**src/rtl/csi2tx_p2b_dw_fifo_pkg.sv**
```systemverilog
// Shared widths, FIFO entry layout and byte-count normalisation for the p2b data-word FIFO.
package csi2tx_p2b_dw_fifo_pkg;

  localparam int DW_W    = 32;
  localparam int NB_W    = 3;
  localparam int ENTRY_W = 35;
  localparam int WC_W    = 16;
  localparam int ACC_W   = 17;

  typedef struct packed {
    logic             last;
    logic [1:0]       nbm1;
    logic [DW_W-1:0]  dat;
  } entry_t;

  // 0 and anything above 4 are treated as a full word.
  function automatic logic [NB_W-1:0] norm_nbytes(input logic [NB_W-1:0] nb);
    if (nb == 3'd0 || nb > 3'd4) begin
      return 3'd4;
    end
    return nb;
  endfunction

endpackage

```
**src/rtl/csi2tx_p2b_wc_acc.sv**
```systemverilog
// Per-line byte accumulator producing the long-packet word count with 16-bit saturation.
// wc/wc_vld are registered one cycle after the accepted line-end word.
module csi2tx_p2b_wc_acc
  import csi2tx_p2b_dw_fifo_pkg::*;
(
  input  logic            clk,
  input  logic            rst_n,
  input  logic            acc_en,
  input  logic            drop_last,
  input  logic [NB_W-1:0] nbytes,
  input  logic            last,
  output logic [WC_W-1:0] wc,
  output logic            wc_vld
);

  localparam logic [ACC_W-1:0] ACC_SAT = 17'h10000;

  logic [ACC_W-1:0] acc_q, acc_d;
  logic [WC_W-1:0]  wc_q, wc_d;
  logic             wc_vld_q, wc_vld_d;
  logic [ACC_W:0]   sum;

  assign sum = {1'b0, acc_q} + {{(ACC_W+1-NB_W){1'b0}}, nbytes};

  always_comb begin
    acc_d    = acc_q;
    wc_d     = wc_q;
    wc_vld_d = 1'b0;
    if (acc_en) begin
      if (last) begin
        wc_d     = (sum > 18'h0FFFF) ? 16'hFFFF : sum[WC_W-1:0];
        wc_vld_d = 1'b1;
        acc_d    = '0;
      end else begin
        // Pin the running count once it is past 16 bits; the line is already saturated.
        acc_d = (sum > {1'b0, ACC_SAT}) ? ACC_SAT : sum[ACC_W-1:0];
      end
    end else if (drop_last) begin
      acc_d = '0;
    end
  end

  always_ff @(posedge clk) begin
    if (!rst_n) begin
      acc_q    <= '0;
      wc_q     <= '0;
      wc_vld_q <= 1'b0;
    end else begin
      acc_q    <= acc_d;
      wc_q     <= wc_d;
      wc_vld_q <= wc_vld_d;
    end
  end

  assign wc     = wc_q;
  assign wc_vld = wc_vld_q;

endmodule

```
**src/rtl/csi2tx_p2b_dw_fifo.sv**
```systemverilog
// Show-ahead FIFO for p2b data words with line word-count generation; level/high-water ports
// exist only when CSI2TX_P2B_FIFO_LVL_EN is defined. Write-to-valid latency 1; full FIFO drops and flags.
module csi2tx_p2b_dw_fifo
  import csi2tx_p2b_dw_fifo_pkg::*;
#(
  parameter int DEPTH = 16,
  parameter int AW    = 4
) (
  input  logic            clk,
  input  logic            rst_n,
  input  logic [DW_W-1:0] dw,
  input  logic            dw_vld,
  input  logic [NB_W-1:0] dw_nbytes,
  input  logic            dw_last,
  input  logic            clr,
  output logic [DW_W-1:0] fifo_dout,
  output logic [NB_W-1:0] fifo_nbytes,
  output logic            fifo_last,
  output logic            fifo_vld,
  input  logic            fifo_rdy,
  output logic [WC_W-1:0] wc,
  output logic            wc_vld,
  output logic            ovf_sticky
`ifdef CSI2TX_P2B_FIFO_LVL_EN
  ,
  output logic [AW:0]     fifo_lvl,
  output logic [AW:0]     fifo_hwm
`endif
);

  entry_t          mem_q [DEPTH];
  entry_t          head;
  entry_t          wr_entry;
  logic [AW:0]     wr_ptr_q, wr_ptr_d;
  logic [AW:0]     rd_ptr_q, rd_ptr_d;
  logic            ovf_q, ovf_d;
  logic            empty, full, pop, push, drop;
  logic [NB_W-1:0] nb_norm;

  assign empty = (wr_ptr_q == rd_ptr_q);
  assign full  = (wr_ptr_q[AW] != rd_ptr_q[AW]) &&
                 (wr_ptr_q[AW-1:0] == rd_ptr_q[AW-1:0]);
  assign pop   = !empty && fifo_rdy;
  // A pop frees the slot in the same cycle, so a full FIFO can still take a word.
  assign push  = dw_vld && (!full || pop);
  assign drop  = dw_vld && !push;

  assign nb_norm       = norm_nbytes(dw_nbytes);
  assign wr_entry.last = dw_last;
  assign wr_entry.nbm1 = nb_norm[1:0] - 2'd1;
  assign wr_entry.dat  = dw;

  always_comb begin
    wr_ptr_d = wr_ptr_q;
    rd_ptr_d = rd_ptr_q;
    ovf_d    = ovf_q;
    if (push) wr_ptr_d = wr_ptr_q + 1'b1;
    if (pop)  rd_ptr_d = rd_ptr_q + 1'b1;
    if (drop)     ovf_d = 1'b1;
    else if (clr) ovf_d = 1'b0;
  end

  always_ff @(posedge clk) begin
    if (!rst_n) begin
      wr_ptr_q <= '0;
      rd_ptr_q <= '0;
      ovf_q    <= 1'b0;
    end else begin
      wr_ptr_q <= wr_ptr_d;
      rd_ptr_q <= rd_ptr_d;
      ovf_q    <= ovf_d;
    end
  end

  always_ff @(posedge clk) begin
    if (push) begin
      mem_q[wr_ptr_q[AW-1:0]] <= wr_entry;
    end
  end

  // Outputs are forced to zero while empty so stale storage never leaks out.
  assign head        = mem_q[rd_ptr_q[AW-1:0]];
  assign fifo_vld    = !empty;
  assign fifo_dout   = empty ? '0 : head.dat;
  assign fifo_nbytes = empty ? '0 : ({1'b0, head.nbm1} + 3'd1);
  assign fifo_last   = empty ? 1'b0 : head.last;
  assign ovf_sticky  = ovf_q;

  csi2tx_p2b_wc_acc u_wc_acc (
    .clk       (clk),
    .rst_n     (rst_n),
    .acc_en    (push),
    .drop_last (drop && dw_last),
    .nbytes    (nb_norm),
    .last      (dw_last),
    .wc        (wc),
    .wc_vld    (wc_vld)
  );

`ifdef CSI2TX_P2B_FIFO_LVL_EN
  logic [AW:0] lvl_q, lvl_d;
  logic [AW:0] hwm_q, hwm_d;

  always_comb begin
    lvl_d = wr_ptr_d - rd_ptr_d;
    hwm_d = hwm_q;
    if (clr)                hwm_d = '0;
    else if (lvl_d > hwm_q) hwm_d = lvl_d;
  end

  always_ff @(posedge clk) begin
    if (!rst_n) begin
      lvl_q <= '0;
      hwm_q <= '0;
    end else begin
      lvl_q <= lvl_d;
      hwm_q <= hwm_d;
    end
  end

  assign fifo_lvl = lvl_q;
  assign fifo_hwm = hwm_q;
`endif

endmodule

```
**config.mk**
```make
export PLATFORM = sky130hd
export DESIGN_NAME = csi2tx_p2b_dw_fifo
export DESIGN_NICKNAME = d
export VERILOG_FILES = /design/src/rtl/csi2tx_p2b_dw_fifo_pkg.sv /design/src/rtl/csi2tx_p2b_wc_acc.sv /design/src/rtl/csi2tx_p2b_dw_fifo.sv
export SDC_FILE = /design/constraint.sdc
export NUM_CORES = 1
export LEC_CHECK = 0
export ABC_AREA = 1
export CAP_MARGIN = 20
export CELL_PAD_IN_SITES_DETAIL_PLACEMENT = 0
export CELL_PAD_IN_SITES_GLOBAL_PLACEMENT = 2
export CORE_ASPECT_RATIO = 0.7
export CORE_MARGIN = 2
export CORE_UTILIZATION = 30
export CTS_BUF_LIST = sky130_fd_sc_hd__clkbuf_8
export CTS_CLUSTER_SIZE = 14
export DETAILED_ROUTE_END_ITERATION = 6
export PLACE_DENSITY = 0.59
export SLEW_MARGIN = 5
export SYNTH_ARGS = -nofsm -noshare
export SYNTH_HDL_FRONTEND = slang
export SYNTH_SLANG_ARGS = --single-unit
```
**constraint.sdc**
```tcl
create_clock -name clk -period 3.4 [get_ports clk]
set_input_delay 0.68 -clock clk [delete_from_list [all_inputs] [get_ports clk]]
set_output_delay 0.68 -clock clk [all_outputs]
set_load 0.01 [all_outputs]
```
Word level (Yosys, flattened, before mapping) --
Memories as Yosys holds them, arrays and structs flattened. A register that Yosys moved wholly into a read port is not among the register bits. Cells that the tools add are included.
Storage, ports and cells: bits in writable memories 560, memories kept 1, input port bits 41, logic and storage cells 51, register bits after elaboration 45
Memories:
- mem_q | words 16, bits a word 35, read ports 1, clocked after memory_dff 1, wr ports 1, RTL line csi2tx_p2b_dw_fifo.sv:31 | entry_t mem_q [DEPTH];
Cells by class: mux-type cells 18, $add $sub $neg 5, equal/unequal tests 3, magnitude comparators 3, reduce and logical (&&, ||, !) cells 15
Operators with widths (number):
- 17-bit two-way mux | 4
- 32-bit two-way mux | 1
- 17-bit by 3-bit adder with 18-bit output | 1
- 18-bit by 16-bit greater-than comparator with 1-bit output (second input constant) | 1
- 18-bit by 17-bit greater-than comparator with 1-bit output (second input constant) | 1
- 16-bit two-way mux | 1
- 5-bit by 1-bit adder with 5-bit output (second input constant) | 2
- 3-bit two-way mux | 3
- 4-bit two-way mux | 2
- 1-bit two-way mux | 7
- 5-bit equality test | 1
- 1-bit logical AND | 5
- 4-bit equality test | 1
- 2-bit AND reduction | 2
- 2-bit nonzero test | 2
- 2-bit by 1-bit adder with 3-bit output (second input constant) | 1
- 3-bit greater-than comparator (second input constant) | 1
- 1-bit zero test | 3
- 3-bit zero test | 1
- 1-bit logical OR | 2
- 2-bit by 1-bit subtractor with 2-bit output (second input constant) | 1
- 1-bit inequality test | 1

Logic depth before layout (Yosys ltp) --
depth in word-level cells 10, gate-level depth with buffers 22

Modules after synthesis --
From an unflattened synthesis, not the netlist that was laid out.
Unflattened totals: cell total of the unflattened synthesis 2306, area, all modules 25519.5 um2
Modules (own cells, without submodules):
- csi2tx_p2b_dw_fifo | area an instance 23570.1 um2, seq. area each 17116.4 um2, instances 1, cells each 2011
- csi2tx_p2b_wc_acc | area an instance 1949.4 um2, seq. area each 680.7 um2, instances 1, cells each 295

Worst setup path before layout --
Ideal clock, no wire load.
kind input port to flip-flop, from input port dw_nbytes[1], to register u_wc_acc.acc_q[10], cell stages on the path 17, buffers on the path 1, data arrival time 2.951 ns, slack 0.309 ns, required time 3.259 ns, cell sequence inv_1 nand2_1 ha_1 nor2_1 ha_1 inv_1 fa_1 inv_1 nand3_1 nand2_2 nand2_2 or3_1 nand3_2 nand2_4 buf_12 nand2_2 a21oi_2
Between the ends: word-level cells in the longest chain between the ends 9, elaborated cells between the ends (all ways) 10
Ends and longest elaborated chain:
- start: declaration | RTL line csi2tx_p2b_dw_fifo.sv:13 | input logic [NB_W-1:0] dw_nbytes,
- 3-bit greater-than comparator or 3-bit zero test (tied branches) | RTL line csi2tx_p2b_dw_fifo_pkg.sv:18 | if (nb == 3'd0 || nb > 3'd4) begin
- 1-bit logical OR | RTL line csi2tx_p2b_dw_fifo_pkg.sv:18
- 1-bit two-way mux | RTL line csi2tx_p2b_dw_fifo_pkg.sv:18
- 3-bit two-way mux * | RTL line csi2tx_p2b_dw_fifo_pkg.sv:21 | return nb;
- 17-bit by 3-bit adder with 18-bit output * | RTL line csi2tx_p2b_wc_acc.sv:23 | assign sum = {1'b0, acc_q} + {{(ACC_W+1-NB_W){1'b0}}, nbytes};
- 18-bit by 17-bit greater-than comparator with 1-bit output | RTL line csi2tx_p2b_wc_acc.sv:36 | acc_d = (sum > {1'b0, ACC_SAT}) ? ACC_SAT : sum[ACC_W-1:0];
- 17-bit two-way mux * | RTL line csi2tx_p2b_wc_acc.sv:36
- 17-bit two-way mux * | RTL line csi2tx_p2b_wc_acc.sv:30 | if (last) begin
- 17-bit two-way mux * | RTL line csi2tx_p2b_wc_acc.sv:29 | if (acc_en) begin
- end signal: assignment | RTL line csi2tx_p2b_wc_acc.sv:45 | acc_q <= '0;
- end signal: assignment | RTL line csi2tx_p2b_wc_acc.sv:49 | acc_q <= acc_d;
- end: declaration | RTL line csi2tx_p2b_wc_acc.sv:18 | logic [ACC_W-1:0] acc_q, acc_d;
Every way passes the cells marked *; elsewhere a longest branch is shown, timed or not. A chain may end at the register's enable or synchronous reset.

==> flow_metrics.env <==
export IMPL_outcome="finished, final reports clean"
export IMPL_top_layer="met5"
export IMPL_wl_met2_mm=33.0
export IMPL_drt_first_iter_violations=1125
export IMPL_dr_pass1_iters=5
export IMPL_period_share_pct=96.4
export IMPL_ys_top_cells_by_count="560 x edfxtp_1, 186 x a21oi_1, 186 x inv_1"
export IMPL_syn_nets=1945
export IMPL_worstSetupEndpointType="primary output"
export IMPL_wl_met1_mm=35.7
export IMPL_whs_ns=0.474
export IMPL_drv_slew=0
export IMPL_skew_ns=0.0459
export IMPL_synth_most_common_cell="edfxtp_1"
export IMPL_avgSynthCellArea_um2=13.2
export IMPL_first_global_vias=15730
export IMPL_setup_viol=0
export IMPL_p_per_area_nw_per_um2=570
export IMPL_gp_congestion=0.739
export IMPL_synth_seq_area_share_pct=71.1
export IMPL_place_ws_ns=-0.471
export IMPL_syn2layout_area_growth_pct=22.1
export IMPL_clock_sinks=609
export IMPL_fmaxAchievable_mhz=305
export IMPL_slew_headroom_pct=46.1
export IMPL_ctsHtreeMaxLevel=3
export IMPL_vias_per_cell=4.82
export IMPL_via_count=15692
export IMPL_netlist_area_um2=25000
export IMPL_grt_pass1_wl_mm=105
export IMPL_ant_nets=0
export IMPL_cp_start_kind="flop"
export IMPL_worstMarginPinSlew_ns=0.807
export IMPL_cts_hold_buf=0
export IMPL_antenna_found_initial=1
export IMPL_required_ns=2.72
export IMPL_synth_edf_count=560
export IMPL_die_h_um=246
export IMPL_io_pins=96
export IMPL_ys_top_cells_by_area="edfxtp_1 67%, mux2i_1 5.6%, o211ai_1 4.2%"
export IMPL_track_usage_pct=16.8
export IMPL_drive_above_1_share_pct=17.7
export IMPL_netlist_instances=1893
export IMPL_clock_latency_ns=0.72
export IMPL_wire_per_inst_um=22.4
export IMPL_grt_max_degree=67
export IMPL_overflow=0
export IMPL_yosys_warnings=0
export IMPL_synth_seq_cells=609
export IMPL_power_w=0.0174
export IMPL_dieWidth_um=349
export IMPL_path_clk_slew_ns=0.07
export IMPL_drc=0
export IMPL_cts_root_buf="clkbuf_8"
export IMPL_dpl_hpwl_mm=36.9
export IMPL_min_path_type="reg2reg"
export IMPL_tritoncts="yes"
export IMPL_routed_wl_mm=72.9
export IMPL_yosysUniqueCellTypes=41
export IMPL_die_area_um2=85800
export IMPL_fin_nets=2158
export IMPL_layout_setup_ws_ns=0.121
export IMPL_met3_wirelength_mm=3.11
export IMPL_yosysTopAreaCellShare_pct=67.1
export IMPL_ys_flop_type="edfxtp_1"
export IMPL_fin_cells=3254
export IMPL_core_um2=82600
export IMPL_dp_cells=3048
export IMPL_ys_async_sr_fraction_pct=0
export IMPL_cp_max_fo=14
export IMPL_ff2ff_path_depth=9
export IMPL_num_antenna_cells=0
export IMPL_vdd_drop_max_v=0.000236
export IMPL_holdPathStages=2
export IMPL_critPathKind="reg2out"
export IMPL_numCtsBuffers=99
export IMPL_max_cap_viol_count=0
export IMPL_clockBufferDepth=3
export IMPL_placementRows=88
export IMPL_start_util_pct=30.3
export IMPL_min_period_ns=3.28
export IMPL_setup_tns_ns=0
export IMPL_crit_arrival_ns=2.60
export IMPL_port_buffers=95
export IMPL_timing_hold_violations_final=0
export IMPL_rsz0062_at_grt="true"
export IMPL_p_leak_nw=10.5
export IMPL_synth_top_area_cell="edfxtp_1"
==> cell families after synthesis <==
| family | after synthesis | share of synthesized area (%) |
|---|---|---|
| buf+inv | 307 | 4.93 |
| compound gates | 518 | 12.0 |
| mux | 140 | 5.60 |
| simple gates | 303 | 5.63 |
| fa+ha+maj | 11 | 0.580 |
| flops | 609 | 71.1 |
| xor+xnor | 5 | 0.175 |
==> state kept, by name (all words and copies together) (netlist names), named ones only <==
name             count
mem_q              560
u_wc_acc.acc_q      17
u_wc_acc.wc         16
rd_ptr_q             5
wr_ptr_q             5
ovf_sticky           1
u_wc_acc.wc_vld      1
==> cell type report <==
cell class              instances  area [µm²]
well taps                    1080        1350
inverters                     192         733
clock buffers                 103        1420
fillers                      7916       52000
multi-input cells             977        6310
repair buffers                227        2630
clock inverters                66         335
flip-flops and latches        609       17800
==> power by group <==
part | switching [W] | internal (W) | total, W
Clock | 0.00296 | 0.00294 | 0.00590
Combinational | 0.00186 | 0.00133 | 0.00318
Sequential | 0.0000488 | 0.00829 | 0.00834
Total | 0.00487 | 0.0126 | 0.0174
==> critical path: stages, from the launching register on <==
cell and delay (ns):
dfxtp_4 0.37, buf_12 0.16, buf_4 0.13, mux2i_1 0.16, o21ai_1 0.08, o211ai_1 0.27
nand2_4 0.13, ha_4 0.29, nand2_2 0.07, inv_1 0.06, clkbuf_2 0.12
==> layout by cell type (no fill, tap or decap), types with 3 or more instances in the layout <==
master,synthesis,final
o21bai_1,3,3
nand2_2,17,19
nor2_1,62,45
o21ai_1,0,21
clkinv_2,0,6
a21oi_1,186,153
edfxtp_1,560,560
dlymetal6s2s_1,0,4
dfxtp_1,49,43
buf_2,19,13
xor2_1,5,5
nand4_1,6,6
o21ai_0,162,141
clkdlybuf4s50_1,0,59
inv_2,3,3
dfxtp_2,0,3
buf_12,1,26
buf_6,1,8
inv_1,186,221
dlygate4sd2_1,0,5
dfxtp_4,0,3
nand2_1,110,107
nand3_2,4,4
a31oi_1,15,15
ha_1,10,9
nand3b_1,4,4
nor2_4,2,18
clkbuf_8,0,103
clkbuf_16,0,7
mux2i_1,140,140
a21oi_2,10,41
clkinv_1,3,18
buf_4,9,75
nor2_2,6,7
nand3_1,80,80
clkbuf_2,0,11
o211ai_1,140,140
buf_16,0,13
==> routing by layer <==
layer	track usage [%]	up-vias
met3	3.51	96
met5	0	-
met1	23.9	7879
li1	-	7406
met4	3.58	2
met2	26.3	309
==> worst paths after layout <==
| kind | from | to | slack (ns) |
|---|---|---|---|
| max reg2reg | wr_ptr_q[0]$_SDFFE_PN0P_ | mem_q[2][7]$_DFFE_PP_ | 0.90 |
| min | u_wc_acc.wc[11]$_SDFFE_PN0P_ | u_wc_acc.wc[11]$_SDFFE_PN0P_ | 0.47 |
| min reg2reg | u_wc_acc.wc[11]$_SDFFE_PN0P_ | u_wc_acc.wc[11]$_SDFFE_PN0P_ | 0.47 |
| max | flop | fifo_nbytes[1] | 0.12 |
==> stage by stage <==
stage / cell area [µm²] / utilization (%)
floorplan: 25000 / -
global placement: 28100 / 34.0
detailed placement: 28100 / 34.0
CTS: 30300 / 36.7
global route: 30600 / 37.0
finish: 30600 / 37.0
==> timing repair <==
action,in CTS,in global routing
pin swaps,29,31
endpoints found under the setup margin,36,32
buffers inserted,12,10
resized for setup,128,68
gates cloned,8,7
Power figures use the tool's default switching activity.
